$ cat src/rtl/fir_window_loader.sv
// Polyphase FIR input loader: keeps a shared column history and, on every accepted column,
// writes a ROWS x TAPS sliding window into the phase bank selected for that column.
module fir_window_loader #(
  parameter int DATA_W = 24,
  parameter int ROWS   = 3,
  parameter int TAPS   = 3,
  parameter int PHASES = 3,
  localparam int PH_W  = (PHASES > 1) ? $clog2(PHASES) : 1
) (
  input  logic                                clk,
  input  logic                                rst,
  input  logic                                clear,
  input  logic                                in_valid,
  output logic                                in_ready,
  input  logic [ROWS*DATA_W-1:0]              in_data,
  input  logic                                stall,
  input  logic                                ext_phase_en,
  input  logic [PH_W-1:0]                     ext_phase,
  output logic                                out_valid,
  output logic [PH_W-1:0]                     out_phase,
  output logic [PHASES-1:0]                   win_valid,
  output logic [PHASES*ROWS*TAPS*DATA_W-1:0]  win_flat
);

  localparam int FILL_W = (TAPS > 1) ? $clog2(TAPS) : 1;
  localparam int HIST_N = (TAPS > 1) ? TAPS - 1 : 1;
  localparam int COL_W  = ROWS * DATA_W;
  localparam logic [PH_W-1:0]   PH_LAST   = PH_W'(PHASES - 1);
  localparam logic [FILL_W-1:0] FILL_LAST = FILL_W'(TAPS - 1);

  // With TAPS == 1 a single dummy history entry exists but is never read.
  logic [COL_W-1:0]  hist [HIST_N];
  logic [COL_W-1:0]  col  [TAPS];
  logic [PH_W-1:0]   pc;
  logic [PH_W-1:0]   ph;
  logic [PH_W-1:0]   pc_next;
  logic [FILL_W-1:0] fill;
  logic              accept;

  assign in_ready = ~stall & ~clear;
  assign accept   = in_valid & in_ready;

  always_comb begin
    ph = pc;
    if (ext_phase_en)
      ph = ({1'b0, ext_phase} >= (PH_W+1)'(PHASES)) ? PH_LAST : ext_phase;
    pc_next = (ph == PH_LAST) ? '0 : ph + PH_W'(1);
  end

  // Window columns oldest to newest; the incoming column is always the newest one.
  always_comb begin
    for (int c = 0; c < TAPS - 1; c++)
      col[c] = hist[c];
    col[TAPS-1] = in_data;
  end

  always_ff @(posedge clk or posedge rst) begin
    if (rst) begin
      pc        <= '0;
      fill      <= '0;
      win_valid <= '0;
      win_flat  <= '0;
      out_valid <= 1'b0;
      out_phase <= '0;
      for (int j = 0; j < HIST_N; j++)
        hist[j] <= '0;
    end else if (clear) begin
      pc        <= '0;
      fill      <= '0;
      win_valid <= '0;
      win_flat  <= '0;
      out_valid <= 1'b0;
      out_phase <= '0;
      for (int j = 0; j < HIST_N; j++)
        hist[j] <= '0;
    end else begin
      out_valid <= accept;
      if (accept) begin
        out_phase     <= ph;
        pc            <= pc_next;
        win_valid[ph] <= (fill == FILL_LAST);
        if (fill != FILL_LAST)
          fill <= fill + FILL_W'(1);
        for (int j = 0; j < HIST_N - 1; j++)
          hist[j] <= hist[j+1];
        hist[HIST_N-1] <= in_data;
        for (int p = 0; p < PHASES; p++)
          if (PH_W'(p) == ph)
            for (int r = 0; r < ROWS; r++)
              for (int c = 0; c < TAPS; c++)
                win_flat[((p*ROWS + r)*TAPS + c)*DATA_W +: DATA_W] <= col[c][r*DATA_W +: DATA_W];
      end
    end
  end

endmodule

$ cat config.mk
export PLATFORM = sky130hd
export DESIGN_NAME = fir_window_loader
export DESIGN_NICKNAME = d
export VERILOG_FILES = /design/src/rtl/fir_window_loader.sv
export SDC_FILE = /design/constraint.sdc
export NUM_CORES = 2
export LEC_CHECK = 0
export BUFFER_PORTS_ARGS = -buffer_cell sky130_fd_sc_hd__buf_2
export CORE_AREA = 2 2 288 290
export CTS_CLUSTER_DIAMETER = 80
export CTS_CLUSTER_SIZE = 28
export DETAILED_ROUTE_END_ITERATION = 8
export DIE_AREA = 0 0 290 292
export GPL_TIMING_DRIVEN = 0
export PLACE_DENSITY = 0.6
export SLEW_MARGIN = 20
export SYNTH_ARGS = -nofsm -noshare
export SYNTH_HDL_FRONTEND = slang
export SYNTH_SLANG_ARGS = --single-unit
$ cat constraint.sdc
create_clock -name clk -period 26.1 [get_ports clk]
set_input_delay 1.305 -clock clk [delete_from_list [all_inputs] [get_ports clk]]
set_output_delay 1.305 -clock clk [all_outputs]
set_load 0.03 [all_outputs]
== Yosys cells after proc, flatten, opt, wreduce, memory -nomap -nowiden ==
Cells that the tools add are included.

* Add/subtract/negate cells: 2
* Multiply operators: 0
* Divide/modulo/power cells: 0
* $lt $le $gt $ge: 3
* Equality and inequality tests: 5
* Shift-type cells: 0
* Muxes and demuxes: 23
* Bitwise operators: 4
* Reductions and logical operators: 11

{| class="wikitable"
|+ Operator list
! operator !! number
|-
| $mux 648 || 2
|-
| $mux 216 || 3
|-
| $mux 144 || 2
|-
| $mux 2 || 10
|-
| $reduce_bool 2->1 || 5
|-
| $reduce_and 2->1 || 4
|-
| $mux 3 || 2
|-
| $add 2x1->2 const B || 2
|-
| $eq 2x2->1 const B || 2
|-
| $bwmux 3 || 1
|-
| $lt 2x3->1 const B || 1
|-
| $and 1x1->1 || 2
|-
| $demux 1 s2 || 1
|-
| $eq 1x2->1 const A || 1
|-
| $eq 2x2->1 const A || 1
|-
| $ge 2x1->1 const B || 1
|-
| $ge 2x2->1 const B || 1
|-
| $logic_not 2->1 || 1
|-
| $mux 1 || 2
|-
| $ne 2x2->1 const B || 1
|-
| $not 1->1 || 2
|-
| $logic_and 1x1->1 || 1
|}

* Register bits: 802
* Bits in latches: 0
* Memory bits (writable): 0
* Bits in read-only memories: 0
* Input bits: 80
* Output and inout bits: 655
* Word-level logic and storage cells: 58
* Memories: 0

== Depth between registers and ports, before layout ==
* Depth in word-level cells: 10
* Mapped depth: 7
* Gate-level depth less buffers: 5

== Least setup slack after synthesis ==
No wires, ideal clock.

* Path type: input-to-output
* Start: input port clear
* End: output port in_ready
* Data arrival time: 2.116 ns
* Required time: 24.795 ns
* Path slack: 22.679 ns
* Stages: 3
* Buffers on the path: 2
* Cell sequence: clkbuf_1 clkbuf_1 nor2_1

* Cells in the longest elaborated chain, start to end: 2

{| class="wikitable"
|+ Ends and longest elaborated chain
! element !! line !! source
|-
| start: declaration || 12 || <nowiki>input logic clear,</nowiki>
|-
| $not 1->1 || 40 || <nowiki>assign in_ready = ~stall & ~clear;</nowiki>
|-
| $and 1x1->1 || 40 ||
|-
| end: declaration || 14 || <nowiki>output logic in_ready,</nowiki>
|}

Every way passes these cells.

== Final worst setup path ==
Same ends and word-level chain as after synthesis.

==> qor.txt <==
RSZ-0062 raised after global routing - no
Synth Cell Area - 0.0325 mm2
Die footprint - 0.0847 mm2
Combinational group share of total power - 8.3%
Mux cell area share after synthesis - 20.1%
Largest family of logic cells by synthesized area - multiplexers
Slowest-stage cell, CP - clkbuf_1
WL final - 114000 um
# DRC - 0
DR pass1 iterations - 5
Fin. max-slew vios - 0
Clock tree root buffer cell - clkbuf_16
Number of non-filler instances in the completed layout - 4723
Crit path buf inv count - 4
Initial Util - 39.8%
Post-Synthesis Cells - 2829
Synth Area in Adders - 0.0385%
Path depth of the worst reg2reg path - 6
Worst Hold Class - flip-flop to flip-flop
Clk network pwr share - 37.4%
Post-place instance area - 0.0377 mm2
Setup crit end kind - output pin
Final Critical Period - 4.44 ns
Endpoints failing setup - 0
Num CTS Buffers - 43
CP Depth - 5
Post-cts gate resize count - 0
TritonCTS clock tree - yes
Crit-path max FO - 10
Post-CTS Setup Inserts - 0
Fraction of layout cells with a size suffix above 1 - 24.7%
WP data arrival - 3.14 ns
Switching Power - 628 uW
Final Skew - 0.0293 ns
Multi-input logic area - 0.0107 mm2
Clock Latency Late Sink - 0.63 ns
Synth cell types - 27
Fin. Hold Viols - 0
Tot GR Track Use - 26.3%
Cell Rows - 105
Initial antenna violation count - 10
Leak Pwr - 0.0240 uW
Final #Nets - 3698
H-tree depth - 2
Critical Setup Path Class - primary input to output pin
Post-DRT Antenna Nets - 0
Core area - 0.0816 mm2
P&R area growth vs syn - 21.4%
Dominant cell type by area after synthesis - dfrtp_1
Syn. warnings - 0
Final period util - 17.0%
Via count - 23697
Internal - 1720 uW
Max-capacitance violation count - 0
Sequential cell area - 0.0201 mm2
Drt via density - 5.02
CP Data Required Time - 24.79 ns
#FFs+latches synth - 802
Input/output buffers - 734
Largest net degree at the start of global routing - 102
Pre-CTS setup slack - 21.66 ns
Top post-synthesis cells by area - dfrtp_1 (62%), mux2i_1 (20%), nand2_1 (9.2%)
Final Power - 2350 uW
Startpoint Class - primary input
Clk buf depth - 3
Switching Share - 26.7%
Post-synth top area share - 61.8%
Top Ports - 735
Setup slack after layout - 21.66 ns
Reg power frac - 54.3%
Critical path's top delay family - buffers and inverters
Total gr overflow - 0
Routability cong. - 0.856
Non-Filler Cell Area, Final - 0.0394 mm2
Wire length per cell - 24.1 um
Highest Clock Rate - 225 MHz
Dpl cells - 4642
Global-route wire length before repair - 165000 um
Dpl hpwl - 86000 um
Mapped Nets - 2910
CP peak stage delay - 0.83 ns
Sequential area share after synthesis - 61.8%
Mean Syn Cell Area - 11.5 um2
Cell Chain, Critical Path - buf_2 > clkbuf_1 > clkbuf_1 > nor2_1 > buf_2
Hold_ws - 0.485 ns
Die Span Y - 292 um
Vias in the first global route - 23921
PD cells - 59.6 mW/mm2
Worst vdd ir - 39.6 uV
Post-synthesis xor/xnor area fraction - 0.0270%
Die width - 290 um
Post-synthesis compound-gate area fraction - 3.44%
Hold Buf Count CTS - 0
Slew HR - 27.0%
Post-Synth Simple-Gate Area - 9.43%
Status - completed
CTS sink cnt - 802
Worst hold stages - 2
Filler instances - 7646
Clk slew on worst S/H paths - 0.09 ns
Worst Tran Pin Value - 1.10 ns
DR iter-0 viols - 1618
## layer usage
layer / wire length (um) / track usage (%)
met3: 7780 / 6.84
met2: 54600 / 43.3
met1: 47800 / 34.0
met5: 61 / 0
met4: 3660 / 8.13
## layout make-up
cell class,count,area share [%]
diodes,3,0.0190
plain buffers,192,2.13
clock buffers,50,3.03
clock inverters,28,1.21
inverters,222,2.13
multi-input cells,1613,27.2
flip-flops and latches,802,50.9
well taps,1070,3.40
repair buffers,743,9.95
## synthesized netlist by cell type
cell type	number
nand3_1	1
nand3b_1	1
nand2b_1	1
mux2_2	1
o31ai_1	142
nand4b_1	1
mux2i_1	652
ha_1	1
clkbuf_1	123
nand2_1	798
buf_2	64
xnor2_1	1
inv_1	220
o21ai_0	2
a31o_2	1
nand4_1	1
nor2_1	4
buf_4	2
dfrtp_1	802
a21bo_1	1
a211o_1	1
nor3b_1	1
buf_6	3
inv_2	2
or3b_1	1
a22o_1	1
a21oi_1	1
## registers in the layout, indices dropped and copies added (netlist names)
register / flops
col: 144
fill: 2
win_flat: 648
out_phase: 2
out_valid: 1
pc: 2
win_valid: 3
## cell usage in the layout, fill, tap and decap left out, types with 3 or more instances in the layout
cell and instances:
inv_1 219, inv_6 5, buf_2 798, nand2_1 798, mux2i_1 652, buf_16 9, bufinv_16 6, o31ai_1 142
clkbuf_16 45, inv_8 5, diode_2 3, clkbuf_1 115, clkinv_8 6, clkbuf_2 8, nor2_1 4, clkbuf_8 5
dfrtp_1 802, buf_6 3
## metrics by stage
| stage | util, % | TNS, ns |
|---|---|---|
| after detailed placement | 46.3 | 0 |
| final | 48.3 | 0 |
| after global placement | 45.9 | -6063.28 |
| after global routing | 48.3 | 0 |
| after CTS | 48.3 | 0 |
| after floorplan | - | 0 |
## power by group through the flow
stage,sequential [uW],clock (uW),combinational [uW]
CTS,1280,897,197
global route,1280,943,209
finish,1280,879,194
global placement,1300,0,192
floorplan,1330,0,87.7
detailed placement,1300,0,197
## cells by family after synthesis
| logic type | Yosys count |
|---|---|
| simple gates | 809 |
| flops | 802 |
| mux | 653 |
| buf+inv | 414 |
| compound gates | 149 |
| xor+xnor | 1 |
| fa+ha+maj | 1 |
## tightest hold or removal path: cells and delay by family (launching register included)
family	cells	cell delay [ns]
compound gates	1	0.05
simple gates	1	0.05
flops	1	0.35
## final timing paths
check / slack, ns / end / from
setup reg to reg: 23.51 / win_flat[448] / pc[1]
hold reg to reg: 0.48 / col[203] / col[131]
min in group asynchronous: 0.66 / win_flat[142] / rst
setup / recovery: 21.66 / in_ready / clear
max in group asynchronous: 22.87 / win_flat[233] / rst
hold / removal: 0.48 / col[203] / col[131]
Note: power is estimated with default switching activity, not from simulation.
